File: src/rtl/multicycle_reg_alu_core_if.sv
// Instruction/result bus of the multi-cycle register/ALU core.
// Ports (master = instruction source, slave = core):
//   instr_valid/instr_ready : accept handshake
//   op, rs, rt, rd, immediate, func_code : pre-decoded instruction fields
//   done, illegal           : retire pulse, unsupported-function flag
//   zero, result, read_data : ALU result/zero flag and memory load data
interface multicycle_reg_alu_core_if #(
    parameter int unsigned DATA_W = 32,
    parameter int unsigned RA_W   = 5
);
    logic              instr_valid;
    logic              instr_ready;
    logic [1:0]        op;
    logic [RA_W-1:0]   rs;
    logic [RA_W-1:0]   rt;
    logic [RA_W-1:0]   rd;
    logic [15:0]       immediate;
    logic [5:0]        func_code;
    logic              done;
    logic              illegal;
    logic              zero;
    logic [DATA_W-1:0] result;
    logic [DATA_W-1:0] read_data;

    modport master (
        output instr_valid, op, rs, rt, rd, immediate, func_code,
        input  instr_ready, done, illegal, zero, result, read_data
    );

    modport slave (
        input  instr_valid, op, rs, rt, rd, immediate, func_code,
        output instr_ready, done, illegal, zero, result, read_data
    );
endinterface

File: src/rtl/multicycle_reg_alu_core.sv
// Multi-cycle datapath core: register file, sign-extend, ALU with funct
// decode and word data memory, sequenced by an internal FSM
// (IDLE -> DECODE -> EXEC -> MEM/WB -> IDLE), one instruction per handshake.
// Ports:
//   clock   : rising-edge clock
//   reset_n : synchronous active-low reset (clears FSM, registers, memory)
//   bus     : instruction/result bus, slave side
module multicycle_reg_alu_core #(
    parameter int unsigned DATA_W    = 32,
    parameter int unsigned NUM_REGS  = 32,
    parameter int unsigned MEM_DEPTH = 64
) (
    input  logic clock,
    input  logic reset_n,
    multicycle_reg_alu_core_if.slave bus
);
    localparam int unsigned RA_W = $clog2(NUM_REGS);
    localparam int unsigned MA_W = $clog2(MEM_DEPTH);

    localparam logic [1:0] OP_R    = 2'b00;
    localparam logic [1:0] OP_LW   = 2'b01;
    localparam logic [1:0] OP_SW   = 2'b10;
    localparam logic [1:0] OP_ADDI = 2'b11;

    localparam logic [5:0] F_ADD = 6'b100000;
    localparam logic [5:0] F_SUB = 6'b100010;
    localparam logic [5:0] F_AND = 6'b100100;
    localparam logic [5:0] F_OR  = 6'b100101;
    localparam logic [5:0] F_SLT = 6'b101010;

    typedef enum logic [2:0] {
        S_IDLE,
        S_DECODE,
        S_EXEC,
        S_MEM,
        S_WB
    } state_t;

    state_t            r_state;
    state_t            w_next;

    logic [1:0]        r_op;
    logic [RA_W-1:0]   r_rs;
    logic [RA_W-1:0]   r_rt;
    logic [RA_W-1:0]   r_rd;
    logic [15:0]       r_imm16;
    logic [5:0]        r_func;
    logic [DATA_W-1:0] r_a;
    logic [DATA_W-1:0] r_b;
    logic [DATA_W-1:0] r_imm;

    logic [DATA_W-1:0] r_regs [NUM_REGS];
    logic [DATA_W-1:0] r_mem  [MEM_DEPTH];

    logic              r_ready;
    logic              r_done;
    logic              r_illegal;
    logic              r_zero;
    logic [DATA_W-1:0] r_result;
    logic [DATA_W-1:0] r_read_data;

    logic [DATA_W-1:0] w_alu_b;
    logic [DATA_W-1:0] w_alu;
    logic              w_slt;
    logic              w_func_ok;
    logic [MA_W-1:0]   w_mem_addr;
    logic              w_accept;

    // r_ready mirrors (state == IDLE)
    assign w_accept   = bus.instr_valid && r_ready;
    // byte address: drop the low two bits, wrap modulo the memory depth
    assign w_mem_addr = r_result[MA_W+1:2];

    // next-state logic
    always_comb begin
        w_next = r_state;
        case (r_state)
            S_IDLE:   if (w_accept) w_next = S_DECODE;
            S_DECODE: w_next = S_EXEC;
            S_EXEC:   w_next = (r_op == OP_LW || r_op == OP_SW) ? S_MEM : S_WB;
            S_MEM:    w_next = (r_op == OP_LW) ? S_WB : S_IDLE;
            S_WB:     w_next = S_IDLE;
            default:  w_next = S_IDLE;
        endcase
    end

    // ALU: R-type decodes func_code, everything else is base + immediate
    always_comb begin
        w_alu_b   = (r_op == OP_R) ? r_b : r_imm;
        w_slt     = $signed(r_a) < $signed(w_alu_b);
        w_func_ok = 1'b1;
        w_alu     = '0;
        if (r_op != OP_R) begin
            w_alu = r_a + w_alu_b;
        end else begin
            case (r_func)
                F_ADD:   w_alu = r_a + w_alu_b;
                F_SUB:   w_alu = r_a - w_alu_b;
                F_AND:   w_alu = r_a & w_alu_b;
                F_OR:    w_alu = r_a | w_alu_b;
                F_SLT:   w_alu = DATA_W'(w_slt);
                default: w_func_ok = 1'b0;
            endcase
        end
    end

    // state register, datapath registers, register file and memory
    always_ff @(posedge clock) begin
        if (!reset_n) begin
            r_state     <= S_IDLE;
            r_op        <= '0;
            r_rs        <= '0;
            r_rt        <= '0;
            r_rd        <= '0;
            r_imm16     <= '0;
            r_func      <= '0;
            r_a         <= '0;
            r_b         <= '0;
            r_imm       <= '0;
            r_ready     <= 1'b1;
            r_done      <= 1'b0;
            r_illegal   <= 1'b0;
            r_zero      <= 1'b0;
            r_result    <= '0;
            r_read_data <= '0;
            for (int i = 0; i < int'(NUM_REGS); i++) r_regs[i] <= '0;
            for (int j = 0; j < int'(MEM_DEPTH); j++) r_mem[j] <= '0;
        end else begin
            r_state   <= w_next;
            r_ready   <= (w_next == S_IDLE);
            // done/illegal are high for exactly the cycle spent in the last state
            r_done    <= (w_next == S_WB) || (w_next == S_MEM && r_op == OP_SW);
            r_illegal <= (w_next == S_WB) && (r_state == S_EXEC) &&
                         (r_op == OP_R) && !w_func_ok;

            case (r_state)
                S_IDLE: begin
                    if (w_accept) begin
                        r_op    <= bus.op;
                        r_rs    <= bus.rs;
                        r_rt    <= bus.rt;
                        r_rd    <= bus.rd;
                        r_imm16 <= bus.immediate;
                        r_func  <= bus.func_code;
                    end
                end
                S_DECODE: begin
                    r_a   <= (r_rs == '0) ? '0 : r_regs[r_rs];
                    r_b   <= (r_rt == '0) ? '0 : r_regs[r_rt];
                    r_imm <= DATA_W'($signed(r_imm16));
                end
                S_EXEC: begin
                    r_result <= w_alu;
                    r_zero   <= (w_alu == '0);
                end
                S_MEM: begin
                    if (r_op == OP_SW) r_mem[w_mem_addr] <= r_b;
                    else               r_read_data       <= r_mem[w_mem_addr];
                end
                S_WB: begin
                    // illegal R-type never writes (its func_code is still in r_func)
                    case (r_op)
                        OP_R: begin
                            if (r_rd != '0 && (r_func == F_ADD || r_func == F_SUB ||
                                r_func == F_AND || r_func == F_OR || r_func == F_SLT))
                                r_regs[r_rd] <= r_result;
                        end
                        OP_ADDI: if (r_rt != '0) r_regs[r_rt] <= r_result;
                        OP_LW:   if (r_rt != '0) r_regs[r_rt] <= r_read_data;
                        default: ;
                    endcase
                end
                default: ;
            endcase
        end
    end

    assign bus.instr_ready = r_ready;
    assign bus.done        = r_done;
    assign bus.illegal     = r_illegal;
    assign bus.zero        = r_zero;
    assign bus.result      = r_result;
    assign bus.read_data   = r_read_data;
endmodule

File: src/flat_wrapper.sv
// flat-port wrapper written by rule: the top's interface ports become plain ports
module multicycle_reg_alu_core_flat 
#(
    parameter int unsigned DATA_W    = 32,
    parameter int unsigned NUM_REGS  = 32,
    parameter int unsigned MEM_DEPTH = 64
)
  (clock, reset_n, bus_instr_valid, bus_op, bus_rs, bus_rt, bus_rd, bus_immediate, bus_func_code, bus_instr_ready, bus_done, bus_illegal, bus_zero, bus_result, bus_read_data);
  multicycle_reg_alu_core_if #(.DATA_W(DATA_W), .RA_W(5)) bus_i ();
  input  logic clock;
  input  logic reset_n;
  input wire logic [$bits(bus_i.instr_valid)-1:0] bus_instr_valid;
  input wire logic [$bits(bus_i.op)-1:0] bus_op;
  input wire logic [$bits(bus_i.rs)-1:0] bus_rs;
  input wire logic [$bits(bus_i.rt)-1:0] bus_rt;
  input wire logic [$bits(bus_i.rd)-1:0] bus_rd;
  input wire logic [$bits(bus_i.immediate)-1:0] bus_immediate;
  input wire logic [$bits(bus_i.func_code)-1:0] bus_func_code;
  output wire logic [$bits(bus_i.instr_ready)-1:0] bus_instr_ready;
  output wire logic [$bits(bus_i.done)-1:0] bus_done;
  output wire logic [$bits(bus_i.illegal)-1:0] bus_illegal;
  output wire logic [$bits(bus_i.zero)-1:0] bus_zero;
  output wire logic [$bits(bus_i.result)-1:0] bus_result;
  output wire logic [$bits(bus_i.read_data)-1:0] bus_read_data;
  assign bus_i.instr_valid = bus_instr_valid;
  assign bus_i.op = bus_op;
  assign bus_i.rs = bus_rs;
  assign bus_i.rt = bus_rt;
  assign bus_i.rd = bus_rd;
  assign bus_i.immediate = bus_immediate;
  assign bus_i.func_code = bus_func_code;
  assign bus_instr_ready = bus_i.instr_ready;
  assign bus_done = bus_i.done;
  assign bus_illegal = bus_i.illegal;
  assign bus_zero = bus_i.zero;
  assign bus_result = bus_i.result;
  assign bus_read_data = bus_i.read_data;
  multicycle_reg_alu_core #(.DATA_W(DATA_W), .NUM_REGS(NUM_REGS), .MEM_DEPTH(MEM_DEPTH)) u_core (.clock(clock), .reset_n(reset_n), .bus(bus_i));
endmodule
File: config.mk
export PLATFORM = sky130hd
export DESIGN_NAME = multicycle_reg_alu_core_flat
export DESIGN_NICKNAME = d
export VERILOG_FILES = /design/src/rtl/multicycle_reg_alu_core_if.sv /design/src/rtl/multicycle_reg_alu_core.sv /design/src/flat_wrapper.sv
export SDC_FILE = /design/constraint.sdc
export NUM_CORES = 2
export LEC_CHECK = 0
export CAP_MARGIN = 20
export CELL_PAD_IN_SITES_DETAIL_PLACEMENT = 0
export CELL_PAD_IN_SITES_GLOBAL_PLACEMENT = 1
export CORE_ASPECT_RATIO = 0.8
export CORE_MARGIN = 2
export CORE_UTILIZATION = 39
export DETAILED_ROUTE_END_ITERATION = 10
export PLACE_DENSITY_LB_ADDON = 0.1
export SETUP_SLACK_MARGIN = 0.1
export SYNTH_ARGS = -nofsm -noshare
export SYNTH_HDL_FRONTEND = slang
export SYNTH_SLANG_ARGS = --single-unit
File: constraint.sdc
create_clock -name clock -period 4.53 [get_ports clock]
set_input_delay 0.453 -clock clock [delete_from_list [all_inputs] [get_ports clock]]
set_output_delay 0.453 -clock clock [all_outputs]
set_load 0.01 [all_outputs]
==> results.md <==
- The run finished, with violations left.
- The checks that failed: negative setup slack.
- The area of the mapped netlist is ~150000 um2.
- After synthesis the netlist holds a flip-flop and latch count of approximately 3300.
- STA classifies the critical path endpoint as a register.
- In this run the clock root is driven by a clkbuf_16.
- The count of mapped cells out of synthesis is around 11000.
- The placer's final routability congestion estimate is 0.915.
- The worst-margin pin slew is between 1 and 1.5 ns.
- In this run the static leakage power is 60.4 nW.
- The worst path in the final design needs a cycle of roughly 4.7 ns, including I/O delays and setup.
- The detailed router put a total of ~270 mm of wire on met1.
- The vertical die dimension is between 500 and 600 um.
- The clock insertion delay at the later pin of the skew report is approximately 1.0 ns.
- The number of primary I/O pins is 110.
- The max-slew violation count is 0.
- Once routing completed, OpenROAD measured the worst setup slack at -0.212 ns.
- TritonCTS built the clock tree.
- The highest signal layer in the routed design is met4.
- The worst setup path category is reg2reg.
- The count of TritonRoute iterations in the first routing pass is 6.
- Yosys mapped a number of flops with a built-in enable equal to 3072.
- The post-layout net count is between 10000 and 15000.
- The sum of internal, switching and leakage power is ~73 mW.
- For this run, the leading register cell type out of synthesis is edfxtp_1.
- Summing all multi-input logic gate instances after layout gives between 50000 and 60000 um2.
- The classification of the worst-slack hold path is in2reg.
- The number of antenna violations at the first check in global routing came to between 50 and 60.
- The highest clock rate is between 200 and 250 MHz.
- The arrival time at the worst endpoint is about 5.6 ns.
- The register clock-pin slew on the reported worst setup and hold paths is 0.06 ns.
- For this block, the routed nets add up to about 640 mm of wire.
- The total number of vias is 105000.
- Yosys mapped the design onto 94 distinct sky130hd cell types.
- Across the VDD grid, the largest voltage drop is a little over 0.3 mV.
- The ratio of cells with drive above 1 in the final layout is a little over a fifth.
- The row count is just over 200.
- The worst path uses 105% of the clock period.
- The number of nets with antenna violations after routing is 0.
- After the first detailed-routing iteration, the DRC count stood at about 14000.
- Entering global routing, the biggest net connects 104 pins.
- The wire-length estimate of the detail-placed layout is between 300 and 400 mm.
- The power per cell area is 410 nW/um2.
- The detailed-routed wire length on met2 is roughly 290 mm.
- The worst setup skew after layout is approximately 0.12 ns.
- Registers take slightly below 100000 um2.
- The overall overflow remaining after global route is 0.
- The critical-path maximum fanout is 5.
- Summed over all nets, wire length on met3 after detailed routing comes to 55.1 mm.
- The sequential share of the synthesized area is 62.9%.
- The initial cell density of the core is approximately two fifths.
- The wire length per cell is roughly 37 um.
- Buffers inserted during clock tree synthesis total between 300 and 400.
- The number of maximum-capacitance violations is 0.
- Traced cell by cell, the critical path runs through inv_2, ha_4, buf_6, mux2_2, inv_1, ha_1, buf_4, nor2b_1, o211ai_1, buf_4, a31oi_2, nor2_1, a221o_1, a22oi_2, buf_4, nor4b_2, nand4_1, nor4_4, buf_4, and4_4, a31o_1.
- The floorplan step defined a die boundary enclosing roughly 400000 um2.
- The largest individual stage delay along the critical path comes from the cell mux2_2.
- In the global route stage, overall resource usage came out at approximately a third.
- The die boundary width is 704 um.
- The final number of hold-violating endpoints was 0.
- The via count of the first global-routing pass came to slightly above 100k.
- The number of vias per cell after detailed routing is about 6.1.
- The total setup violations reported at the end of the flow is 1.
- The worst pin sits at a relative slew slack of between 15 and 20%.
- For this run, asynchronously set or reset flops after synthesis account for 0%.
- The area of placed instances is between 150000 and 200000 um2.
- The H-tree generated during clock tree synthesis spans 5 levels.
- After filler insertion, the fill cell instance count of the layout stands at about 35000.
- Dividing the synthesized area by the synthesized cell count gives roughly 13 um2.
- The worst setup path is launched from a register.
- The worst endpoint required time is roughly 5.4 ns.
- During synthesis, Yosys emitted a total of 0 warnings.
- The global-route wire length before repair is about 870 mm.
- In the routed design, unresolved DRC markers number 0.
- The maximum clock path buffer count is 4.
- The worst stage delay on the critical path is 0.36 ns.
- The number of clock sinks seen by CTS is 3272.
- After floorplanning, the core was sized to cover 390000 um2.
- The count of buffers from port buffering is roughly 110.
- The area growth from synthesis to layout is 16.6%.
- The final design instance area without fill is between 150000 and 200000 um2.
- The most repeated library cell on the critical path is buf_4.
- Setup repair after global routing could not meet its margin everywhere.
## kinds of logic after synthesis
logic type	synth area share (%)
AOI/OAI and AO/OA	8.53
xor gates and xnor gates	0.0687
adders and majority gates	0.852
buffers and inverters	3.22
DFF	62.9
muxes	10.2
other	0.00245
and+or+nand+nor	14.2
## layout make-up
type,count,share of cell area (%)
Tap cell,5175,3.63
Antenna cell,22,0.0309
Multi-Input combinational cell,6859,30.2
Inverter,100,0.215
Clock inverter,220,0.989
Timing Repair Buffer,1061,5.64
Clock buffer,430,5.29
Sequential cell,3272,54.0
## what timing repair did
item / in CTS / in global routing
pin swaps: 17 / 16
hold buffers: 1 / 0
gates resized for setup: 47 / 38
endpoints found under the setup margin: 14 / 10
hold endpoints to repair: 8 / 0
setup buffers: 5 / 5
## path summary, 6_finish.rpt
kind	startpoint	to	slack, ns	cells past startpoint
max reg2reg	u_core.r_op[0]	u_core.bus.zero	-0.21	21
min reg2reg	u_core.r_imm[5]	u_core.r_imm[5]	0.46	2
min	bus_immediate[6]	u_core.r_imm16[6]	0.07	3
max	u_core.r_op[0]	u_core.bus.zero	-0.21	21
## Yosys cell counts (17+ instances only)
cell | n | area, um2
nand4_1 | 208 | 1300
nand2_1 | 334 | 1250
a21oi_1 | 258 | 1290
buf_1 | 149 | 559
a22oi_1 | 778 | 5840
ha_1 | 101 | 1260
a31oi_1 | 50 | 313
a22o_1 | 142 | 1240
nand2b_1 | 18 | 113
edfxtp_1 | 3072 | 92200
clkbuf_1 | 975 | 3660
buf_2 | 37 | 185
and2_1 | 2052 | 12800
o21ai_0 | 177 | 886
nand3_1 | 52 | 260
inv_1 | 98 | 368
dfxtp_1 | 200 | 4000
a221oi_1 | 142 | 1240
a211oi_1 | 32 | 240
nor3_1 | 45 | 225
mux4_2 | 640 | 14400
mux2i_1 | 103 | 1030
o211ai_1 | 59 | 443
nor2_1 | 1344 | 5040
nor2b_1 | 17 | 106
a311oi_1 | 17 | 149
## sequential cells by signal, summed over array words and instances (netlist names), named ones only
| name | flops |
|---|---|
| u_core.bus.instr_ready | 1 |
| u_core.bus.done | 1 |
| u_core.bus.result | 32 |
| u_core.r_imm16 | 16 |
| u_core.r_func | 6 |
| u_core.r_b | 32 |
| u_core.r_rt | 5 |
| u_core.bus.read_data | 32 |
| u_core.r_mem | 2048 |
| u_core.r_imm | 16 |
| u_core.r_a | 32 |
| u_core.r_rd | 5 |
| u_core.bus.illegal | 1 |
| u_core.r_regs | 1024 |
| u_core.r_op | 2 |
| u_core.bus.zero | 1 |
| u_core.r_rs | 5 |
| u_core.r_state | 3 |
## routing by layer
layer	GRT usage [%]	vias up
met2	49.1	5384
li1	-	43200
met3	5.06	891
met1	44.5	55200
met4	11.8	0
met5	0	-
## cells in the final DEF, fill, tap and decap left out, types with 153 or more instances in the layout
cell type and instances:
a21oi_1 252, a22oi_1 775, and2_1 2052, nand2_1 268, nand4_1 208, clkbuf_16 365
buf_4 803, dfxtp_1 153, edfxtp_1 3072, nor2_1 1274, mux4_2 640
## critical path: cells and delay by family (launching register included)
| kind | cells | cell delay (ns) |
|---|---|---|
| fa+ha+maj | 2 | 0.54 |
| compound gates | 5 | 1.10 |
| flops | 1 | 0.32 |
| simple gates | 6 | 1.35 |
| mux | 1 | 0.36 |
| buf+inv | 7 | 1.01 |
## power breakdown
group | internal, mW | switching, mW
Clock | 16.0 | 12.9
Combinational | 3.31 | 6.28
Sequential | 34.0 | 0.664
Total | 53.3 | 19.8
## stage by stage
stage                     setup TNS (ns)  instances  utilization [%]  hold WS, ns  worst slack, ns
after global routing              -0.397      17100             45.7       0.0709           -0.351
after floorplan                        0      11400                -        0.432            0.185
after global placement             -2.27      16500             42.7        0.440           -0.933
final                             -0.212      17100             45.7       0.0731           -0.212
after CTS                         -0.149      17100             45.6       0.0266           -0.149
after detailed placement           -1.97      16500             42.7        0.449           -0.794
No activity file was read; power rests on OpenSTA's default activity.
